### src/rtl/riscv_run_ctrl.sv
`timescale 1ns/1ps
`default_nettype none
// ============================================================================
//  Module      : riscv_run_ctrl
//  Description : Test-harness run controller for a RISC-V core. Holds the
//                core, streams a program into instruction memory, releases
//                the core until it retires the halt instruction or a cycle
//                budget expires, re-holds the core and dumps the 32
//                architectural registers through register-file read port 1.
//  Options     : define RISCV_RUN_CTRL_RETIRE_CNT_EN to add o_retire_count,
//                a saturating count of register-writing retirements in RUN.
//  Revision    : 1.0 - initial release
// ============================================================================
module riscv_run_ctrl #(
    parameter int          IMEM_DEPTH     = 1024,
    parameter int          ADDR_W         = 10,
    parameter int          TIMEOUT_CYCLES = 10000,
    parameter logic [31:0] HALT_INSTR     = 32'h0000_0073,
    parameter int          CNT_W          = 32
) (
    input  logic              i_clk,
    input  logic              i_rst_n,
    input  logic              i_start,
    // program stream
    input  logic              i_load_valid,
    output logic              o_load_ready,
    input  logic [31:0]       i_load_data,
    input  logic              i_load_last,
    // instruction memory write port
    output logic              o_imem_write,
    output logic [ADDR_W-1:0] o_imem_addr,
    output logic [31:0]       o_imem_wdata,
    // core control and monitor tap
    output logic              o_core_hold,
    input  logic [31:0]       i_monitor_instr,
    input  logic              i_monitor_regwrite,
    // register-file read port 1
    output logic [4:0]        o_rf_raddr1,
    input  logic [31:0]       i_rf_rdata1,
    // register dump stream
    output logic              o_dump_valid,
    output logic [4:0]        o_dump_idx,
    output logic [31:0]       o_dump_data,
    // run status
    output logic              o_done,
    output logic              o_timeout,
    output logic              o_load_err
`ifdef RISCV_RUN_CTRL_RETIRE_CNT_EN
    ,
    output logic [CNT_W-1:0]  o_retire_count
`endif
);

    // ------------------------------------------------------------------------
    // State encoding and constants
    // ------------------------------------------------------------------------
    localparam logic [2:0] S_IDLE = 3'd0;
    localparam logic [2:0] S_LOAD = 3'd1;
    localparam logic [2:0] S_RUN  = 3'd2;
    localparam logic [2:0] S_DUMP = 3'd3;
    localparam logic [2:0] S_DONE = 3'd4;

    localparam logic [ADDR_W-1:0] C_LAST_ADDR    = ADDR_W'(IMEM_DEPTH - 1);
    localparam logic [CNT_W-1:0]  C_TIMEOUT_LAST = CNT_W'(TIMEOUT_CYCLES - 1);
    localparam logic [4:0]        C_LAST_REG     = 5'd31;

    // ------------------------------------------------------------------------
    // Registers
    // ------------------------------------------------------------------------
    logic [2:0]        r_state;
    logic [ADDR_W-1:0] r_addr;        // next imem word address to write
    logic              r_imem_write;
    logic [ADDR_W-1:0] r_imem_addr;
    logic [31:0]       r_imem_wdata;
    logic              r_load_err;
    logic [CNT_W-1:0]  r_cycle_cnt;   // cycles spent in RUN, 0 on the first
    logic              r_timeout;
    logic [4:0]        r_rd_addr;     // register index presented to the RF
    logic              r_rd_issue;    // r_rd_addr is a live read request
    logic              r_dump_valid;
    logic [4:0]        r_dump_idx;

    // ------------------------------------------------------------------------
    // Decoded events
    // ------------------------------------------------------------------------
    logic       w_start_ok;
    logic       w_load_hs;
    logic       w_addr_full;
    logic       w_load_end;
    logic       w_halt;
    logic       w_cyc_expired;
    logic       w_run_end;
    logic       w_dump_end;
    logic [2:0] w_state_nxt;

    // start is only meaningful when no run is in progress
    assign w_start_ok    = i_start && ((r_state == S_IDLE) || (r_state == S_DONE));
    // no skid buffer: a word is taken only while the FSM sits in LOAD
    assign w_load_hs     = i_load_valid && (r_state == S_LOAD);
    assign w_addr_full   = (r_addr == C_LAST_ADDR);
    // the top memory word closes the load even without load_last, so the
    // address never wraps onto already-written words
    assign w_load_end    = w_load_hs && (i_load_last || w_addr_full);
    assign w_halt        = (r_state == S_RUN) && (i_monitor_instr == HALT_INSTR);
    assign w_cyc_expired = (r_state == S_RUN) && (r_cycle_cnt == C_TIMEOUT_LAST);
    assign w_run_end     = w_halt || w_cyc_expired;
    assign w_dump_end    = (r_state == S_DUMP) && r_dump_valid && (r_dump_idx == C_LAST_REG);

    // Next-state decode for the run sequence
    always_comb begin
        w_state_nxt = r_state;
        case (r_state)
            S_IDLE:  if (w_start_ok)  w_state_nxt = S_LOAD;
            S_LOAD:  if (w_load_end)  w_state_nxt = S_RUN;
            S_RUN:   if (w_run_end)   w_state_nxt = S_DUMP;
            S_DUMP:  if (w_dump_end)  w_state_nxt = S_DONE;
            S_DONE:  if (w_start_ok)  w_state_nxt = S_LOAD;
            default:                  w_state_nxt = S_IDLE;
        endcase
    end

    // State register
    always_ff @(posedge i_clk or negedge i_rst_n) begin
        if (!i_rst_n) begin
            r_state <= S_IDLE;
        end else begin
            r_state <= w_state_nxt;
        end
    end

    // Program load: register each accepted word into a one-cycle imem write
    always_ff @(posedge i_clk or negedge i_rst_n) begin
        if (!i_rst_n) begin
            r_addr       <= '0;
            r_imem_write <= 1'b0;
            r_imem_addr  <= '0;
            r_imem_wdata <= '0;
            r_load_err   <= 1'b0;
        end else begin
            r_imem_write <= w_load_hs;
            if (w_start_ok) begin
                r_addr     <= '0;
                r_load_err <= 1'b0;
            end else if (w_load_hs) begin
                r_imem_addr  <= r_addr;
                r_imem_wdata <= i_load_data;
                r_addr       <= r_addr + ADDR_W'(1);
                if (w_addr_full && !i_load_last) begin
                    r_load_err <= 1'b1;
                end
            end
        end
    end

    // Run phase: cycle budget and timeout flag (halt takes priority)
    always_ff @(posedge i_clk or negedge i_rst_n) begin
        if (!i_rst_n) begin
            r_cycle_cnt <= '0;
            r_timeout   <= 1'b0;
        end else begin
            if (w_load_end) begin
                r_cycle_cnt <= '0;
            end else if (r_state == S_RUN) begin
                r_cycle_cnt <= r_cycle_cnt + CNT_W'(1);
            end

            if (w_start_ok) begin
                r_timeout <= 1'b0;
            end else if (w_cyc_expired && !w_halt) begin
                r_timeout <= 1'b1;
            end
        end
    end

    // Register dump: issue reads 0..31, and pair each with the RF data that
    // returns one cycle later
    always_ff @(posedge i_clk or negedge i_rst_n) begin
        if (!i_rst_n) begin
            r_rd_addr    <= '0;
            r_rd_issue   <= 1'b0;
            r_dump_valid <= 1'b0;
            r_dump_idx   <= '0;
        end else if ((r_state == S_RUN) && w_run_end) begin
            r_rd_addr    <= '0;
            r_rd_issue   <= 1'b1;
            r_dump_valid <= 1'b0;
        end else if (r_state == S_DUMP) begin
            r_dump_valid <= r_rd_issue;
            r_dump_idx   <= r_rd_addr;
            if (r_rd_issue) begin
                if (r_rd_addr == C_LAST_REG) begin
                    r_rd_issue <= 1'b0;
                end else begin
                    r_rd_addr <= r_rd_addr + 5'd1;
                end
            end
        end else begin
            r_rd_issue   <= 1'b0;
            r_dump_valid <= 1'b0;
        end
    end

`ifdef RISCV_RUN_CTRL_RETIRE_CNT_EN
    logic [CNT_W-1:0] r_retire_cnt;

    // Saturating count of register-writing retirements during RUN
    always_ff @(posedge i_clk or negedge i_rst_n) begin
        if (!i_rst_n) begin
            r_retire_cnt <= '0;
        end else if (w_start_ok) begin
            r_retire_cnt <= '0;
        end else if ((r_state == S_RUN) && i_monitor_regwrite && !(&r_retire_cnt)) begin
            r_retire_cnt <= r_retire_cnt + CNT_W'(1);
        end
    end

    assign o_retire_count = r_retire_cnt;
`endif

    // ------------------------------------------------------------------------
    // Outputs
    // ------------------------------------------------------------------------
    assign o_load_ready = (r_state == S_LOAD);
    assign o_core_hold  = (r_state != S_RUN);
    assign o_imem_write = r_imem_write;
    assign o_imem_addr  = r_imem_addr;
    assign o_imem_wdata = r_imem_wdata;
    assign o_rf_raddr1  = r_rd_addr;
    assign o_dump_valid = r_dump_valid;
    assign o_dump_idx   = r_dump_idx;
    // RF read data arrives in the beat after its address, which is exactly
    // the cycle the matching dump beat is flagged valid
    assign o_dump_data  = r_dump_valid ? i_rf_rdata1 : 32'd0;
    assign o_done       = (r_state == S_DONE);
    assign o_timeout    = r_timeout;
    assign o_load_err   = r_load_err;

endmodule
`default_nettype wire
### config.mk
export PLATFORM = sky130hd
export DESIGN_NAME = riscv_run_ctrl
export DESIGN_NICKNAME = d
export VERILOG_FILES = /design/src/rtl/riscv_run_ctrl.sv
export SDC_FILE = /design/constraint.sdc
export NUM_CORES = 1
export LEC_CHECK = 0
export ABC_AREA = 1
export ABC_CLOCK_PERIOD_IN_PS = 1700
export BUFFER_PORTS_ARGS = -buffer_cell sky130_fd_sc_hd__buf_4
export CAP_MARGIN = 20
export CORE_MARGIN = 2
export CORE_UTILIZATION = 35
export DETAILED_ROUTE_END_ITERATION = 8
export PLACE_DENSITY = 0.69
export REMOVE_ABC_BUFFERS = 1
export SYNTH_ARGS = -nofsm -noshare
export SYNTH_HDL_FRONTEND = slang
export SYNTH_SLANG_ARGS = --single-unit
export TNS_END_PERCENT = 10
### constraint.sdc
create_clock -name i_clk -period 1.7 [get_ports i_clk]
set_input_delay 0.34 -clock i_clk [delete_from_list [all_inputs] [get_ports i_clk]]
set_output_delay 0.34 -clock i_clk [all_outputs]
set_load 0.05 [all_outputs]
# Yosys cells after proc, flatten, opt, wreduce, memory -nomap -nowiden
# Index checks and enable logic that the tools add are counted.
dict set report op_classes {
  reduce_logical 28
  eq_ne 15
  magnitude_cmp 0
  div_mod_pow 0
  addsub 3
  muxes 25
  shifts 0
  bitwise 2
  multipliers 0
}
# operator n
set op_table {}
lappend op_table {{$mux W32} 3}
lappend op_table {{$add A32 B1 Y32 const B} 1}
lappend op_table {{$eq A32 B14 Y1 const B} 1}
lappend op_table {{$eq A32 B7 Y1 const B} 1}
lappend op_table {{$mux W10} 2}
lappend op_table {{$mux W5} 4}
lappend op_table {{$mux W3} 4}
lappend op_table {{$pmux W3 S4} 1}
lappend op_table {{$reduce_bool A2 Y1} 6}
lappend op_table {{$mux W1} 11}
lappend op_table {{$add A10 B1 Y10 const B} 1}
lappend op_table {{$eq A10 B10 Y1 const B} 1}
lappend op_table {{$eq A5 B5 Y1 const B} 2}
lappend op_table {{$logic_and A1 B1 Y1} 10}
lappend op_table {{$eq A3 B2 Y1 const B} 2}
lappend op_table {{$ne A2 B2 Y1 const B} 3}
lappend op_table {{$reduce_and A2 Y1} 3}
lappend op_table {{$add A5 B1 Y5 const B} 1}
lappend op_table {{$ne A2 B1 Y1 const B} 2}
lappend op_table {{$reduce_and A4 Y1} 1}
lappend op_table {{$eq A3 B1 Y1 const B} 1}
lappend op_table {{$eq A3 B3 Y1 const B} 1}
lappend op_table {{$logic_not A3 Y1} 1}
lappend op_table {{$logic_or A1 B1 Y1} 3}
lappend op_table {{5 further kinds} 7}
dict set report totals {
  wordCells 85
  ff_bits 102
  out_inout_bits 91
  latch_bits 0
  ramBits 0
  rom_bits 0
  n_memories 0
}

# Longest topological paths before layout
dict set report depth {
  ltp_word 6
  depth_mapped 11
  mapped_depth_nobuf 11
}

# Worst setup path after synthesis
# Ideal clock, no wire load.
dict set report synth_timing {
  kind {register to register}
  start {register r_rd_addr[0] (netlist: o_rf_raddr1[0])}
  end {register r_rd_addr[3] (netlist: o_rf_raddr1[3])}
  t_required_ns 1.628
  n_path_buf 0
  period_less_slack_ns 1.904
  stages_incl_launch_ff 9
  setup_time_ns 0.072
  slack_ns -0.204
  arrival_ns 1.831
  cell_sequence {dfrtp_1 -> ha_1 -> nand2_1 -> nor2_1 -> ha_1 -> nor3_4 -> nand4_1 -> xor2_1 -> nor2_1}
}
dict set report synth_between {
  elab_chain_len 5
}
# element line
set synth_rtl {}
lappend synth_rtl {{start: declaration} 78} ;# logic [4:0] r_rd_addr;
lappend synth_rtl {{start signal: assignment} 194} ;# r_rd_addr <= r_rd_addr + 5'd1;
lappend synth_rtl {{$add A5 B1 Y5} 194}
lappend synth_rtl {{$mux W5} 191} ;# if (r_rd_addr == C_LAST_REG) begin
lappend synth_rtl {{$mux W5} 190} ;# if (r_rd_issue) begin
lappend synth_rtl {{$mux W5} 187} ;# end else if (r_state == S_DUMP) begin
lappend synth_rtl {{$mux W5} 183} ;# end else if ((r_state == S_RUN) && w_run_end) begin
# Several ways; a longest one is shown, not always the timed one. The select of a mux whose other input is x is not followed.
# A chain may end at the register's enable or synchronous reset.

# Worst setup path in the final report
dict set report layout_timing {
  start {register r_state[0]}
  end {output o_done}
}
dict set report layout_between {
  elab_chain_len 1
}
# element line
set layout_rtl {}
lappend layout_rtl {{start: declaration} 70} ;# logic [2:0] r_state;
lappend layout_rtl {{start signal: assignment} 127} ;# r_state <= w_state_nxt;
lappend layout_rtl {{$eq A3 B3 Y1} 234} ;# assign o_done = (r_state == S_DONE);
lappend layout_rtl {{end: declaration} 45} ;# output logic o_done,
# No other way between the ends.

==> summary.md <==
| Metric | Value |
|---|---|
| Synthesized flop and latch total | `around 100` |
| Final Skew | `between 0.01 and 0.015 ns` |
| Critical path class | `flip-flop to output port` |
| FMAX | `around 590 MHz` |
| Row Count | `46` |
| Starting DRT DRC Count | `290` |
| Endpoints failing setup | `0` |
| Sw Ratio | `0.432` |
| Largest net degree at the start of global routing | `45` |
| Root Buffer | `clkbuf_16` |
| Crit-path cells | `nor2_2 -> inv_1 -> nor2_1 -> buf_6` |
| GRT overflow | `0` |
| Drt via density | `4.52` |
| Highest ir drop seen on vdd | `approximately 690 uV` |
| R2r setup slk | `around 0.10 ns` |
| Initial antenna violation count | `0` |
| Core Util, Final | `0.503` |
| Num CTS Buffers | `9` |
| Normalized max-slew margin | `0.727` |
| Post-detail-place hpwl | `about 11 mm` |
| CTS tree | `done` |
| Die Y-Extent | `130 um` |
| Pwr/cell area | `~1300 mW/mm^2` |
| Synthesized cell area | `between 0.005 and 0.006 sq mm` |
| Share of layout cells above drive strength 1 | `0.297` |
| Delay of the slowest critical-path stage | `0.42 ns` |
| Synth Instances | `760` |
| CORE AREA | `around 0.016 sq mm` |
| FFs w/ async S/R, synth | `1.00` |
| Seq pwr share | `0.343` |
| Seq/Total Area, Yosys | `0.460` |
| CTS H-tree depth | `3` |
| Hold Crit Class | `input pin to flip-flop` |
| Initial Util | `0.354` |
| Fin area | `0.00787 sq mm` |
| Net Sw Power | `about 0.0044 W` |
| Vias | `5423` |
| Max-Cap Viols | `0` |
| Clock-pin slew on the worst setup and hold paths | `roughly 0.070 ns` |
| Vias in the first global route | `between 4000 and 5000` |
| Antenna Diode Count | `0` |
| Final slew viol count | `0` |
| Synth Warn # | `0` |
| Leak | `~4.4 nW` |
| Worst EP arrival | `between 1 and 1.5 ns` |
| First-pass GRT wire length | `~23 mm` |
| Outcome | `finished, final reports clean` |
| Clock power frac | `0.212` |
| Fillers | `about 1500` |
| Crit path buffers/inverters | `2` |
| WL/cell | `12.3 um` |
| Post-detailed-routing wire length | `~15 mm` |
| Number of I/O pins | `around 190` |
| Layout area overhead | `42.0%` |
| Register area | `between 0.002 and 0.003 sq mm` |
| Fin crit period | `roughly 1.7 ns` |
| Die area | `between 0.015 and 0.02 sq mm` |
| Post-synth top flop | `dfrtp_1` |
| Nets | `~1100` |
| CTS Sinks | `about 100` |
| Die Wd | `130 um` |
| Netlist cell types | `43` |
| Routed Antenna Nets | `0` |
| Placer Congestion | `~0.88` |
| Cell internal pwr | `slightly below 0.006 W` |
| Slowest CP cell | `dfrtp_1` |
| Crit path max-delay family | `flip-flops` |
| Clock Latency Late Sink | `roughly 0.36 ns` |
| GRT Resource Usage Total | `0.169` |
| Worst Path Max Fanout | `3` |
| Tcrit/Tclk final | `0.991` |
| Mean Syn Cell Area | `between 7 and 8 sq um` |
| Placed Area | `about 0.0074 sq mm` |
| Area of the multi-input gates | `approximately 0.0025 sq mm` |
| Slew at the pin with the worst max-slew slack | `approximately 0.41 ns` |
| Comb power frac | `0.445` |
| EDFF count, synth | `0` |
| # DRC | `0` |
| Port bufs | `roughly 190` |
| RSZ-0062 raised after global routing | `yes` |
| Total negative slack | `0 ns` |
| Clock buffer depth | `2` |
| Hold Vio Cnt, Final | `0` |
| Drt pass-1 iters | `4` |
| Startpoint Class | `flip-flop` |
| Critical Path RT | `between 1 and 1.5 ns` |
| CP Capture Type | `output port` |
==> cell type report <==
| type | instances | share of cell area |
|---|---|---|
| Multi-Input combinational cell | 521 | 0.319 |
| Inverter | 117 | 0.0566 |
| Sequential cell | 102 | 0.325 |
| Clock buffer | 12 | 0.0326 |
| Clock inverter | 4 | 0.00668 |
| Tap cell | 216 | 0.0343 |
| Timing Repair Buffer | 227 | 0.227 |
==> path summary, 6_finish.rpt <==
check	start	depth (start not counted)	endpoint
max in group asynchronous	i_rst_n	3	o_imem_wdata[11]
worst max register to register	r_state[0]	10	r_cycle_cnt[18]
worst max-delay path	r_state[0]	4	o_done
worst min register to register	o_imem_wdata[21]	2	o_imem_wdata[21]
worst min-delay path	i_load_data[30]	3	o_imem_wdata[30]
min in group asynchronous	i_rst_n	2	o_imem_addr[6]
==> worst register-to-register path, cell delays in order, from the launching register on <==
cell     delay (ns)
dfrtp_1        0.42
inv_2          0.10
nor2_2         0.05
nand2_1        0.09
inv_2          0.07
nand2_2        0.13
inv_4          0.08
nand2_2        0.11
inv_1          0.09
buf_4          0.17
nor3_1         0.20
==> metal layers <==
layer,track usage,up-vias,wire length (um)
met5,0,-,0
met4,0.0645,0,238
met3,0.0308,16,930
met2,0.299,154,7150
met1,0.205,2466,6400
li1,-,2787,-
==> registers in the layout (all words and copies together) (netlist names) <==
register	count
o_dump_idx	5
o_dump_valid	1
o_imem_addr	10
o_imem_wdata	32
o_imem_write	1
o_load_err	1
o_rf_raddr1	5
o_timeout	1
r_addr	10
r_cycle_cnt	32
r_rd_issue	1
r_state	3
==> synthesized netlist by cell type (2+ instances only) <==
| master | n | share of area |
|---|---|---|
| nor4_1 | 8 | 0.0090 |
| nand2_2 | 6 | 0.0068 |
| nor3_1 | 22 | 0.020 |
| inv_2 | 6 | 0.0041 |
| clkbuf_1 | 7 | 0.0047 |
| a21oi_1 | 17 | 0.015 |
| nand2_1 | 268 | 0.18 |
| nor2_2 | 3 | 0.0034 |
| nor2_8 | 2 | 0.0072 |
| nor3_2 | 2 | 0.0036 |
| dfrtp_1 | 102 | 0.46 |
| nand3b_1 | 2 | 0.0027 |
| xor2_1 | 3 | 0.0047 |
| nand4_1 | 18 | 0.020 |
| nand3_2 | 4 | 0.0072 |
| nor3_4 | 2 | 0.0059 |
| nand3_1 | 27 | 0.024 |
| nor2_4 | 5 | 0.010 |
| ha_1 | 4 | 0.0090 |
| inv_1 | 110 | 0.074 |
| o21ai_0 | 27 | 0.024 |
| o22ai_1 | 2 | 0.0023 |
| a31oi_1 | 2 | 0.0023 |
| buf_2 | 9 | 0.0081 |
| nor2_1 | 80 | 0.054 |
| xnor2_1 | 3 | 0.0047 |
| buf_4 | 3 | 0.0041 |
==> repair_timing <==
item / CTS / global route
endpoints found under the hold margin: 23 / 0
pin swaps: 1 / 1
endpoints found under the setup margin: 6 / 71
setup buffers: 1 / 2
hold buffers: 1 / 0
cloned: 0 / 0
gates resized for setup: 3 / 22
==> cell families (layout without fill, tap and decap cells) <==
group           count (synthesis)  in the layout  synth area share
compound gates                 53             53            0.0512
simple gates                  458            458             0.372
flops                         102            102             0.460
fa+ha+maj                       4              4           0.00903
buf+inv                       137            360            0.0982
xor+xnor                        6              6           0.00948
==> through the flow <==
step,std cells,total power [W],hold slack [ns],setup WS [ns]
final,1199,0.0102,0.173,0.0151
after CTS,1197,0.0102,0.165,-0.0265
after floorplan,740,0.00628,0.0444,-1.20
after global routing,1199,0.0108,0.175,-0.0407
after global placement,1179,0.00783,0.301,0.0588
after detailed placement,1179,0.00789,0.300,0.000745
==> placed cells by master, fill, tap and decap left out, types with 3 or more instances in the layout <==
cell type and n:
inv_1 108, o21ai_0 26, nand3_1 25, clkbuf_16 9
buf_4 218, nor2_2 9, buf_12 5, nor3_2 3
nor2_4 5, dfrtp_1 100, xnor2_1 3, nand2_2 7
a21oi_1 17, nor2_1 74, xor2_1 3, nor3_1 21
nand3_2 4, nand3_4 3, inv_2 7, nand2_1 267
ha_1 3, nand4_1 18, nor4_1 8
==> power by group through the flow <==
| stage | Clock, W | Combinational (W) | Sequential (W) |
|---|---|---|---|
| global route | 0.00231 | 0.00490 | 0.00359 |
| floorplan | 0 | 0.00136 | 0.00492 |
| global placement | 0 | 0.00434 | 0.00349 |
| CTS | 0.00221 | 0.00448 | 0.00347 |
| detailed placement | 0 | 0.00439 | 0.00349 |
| finish | 0.00216 | 0.00454 | 0.00350 |
(Power assumes the default switching activity.)
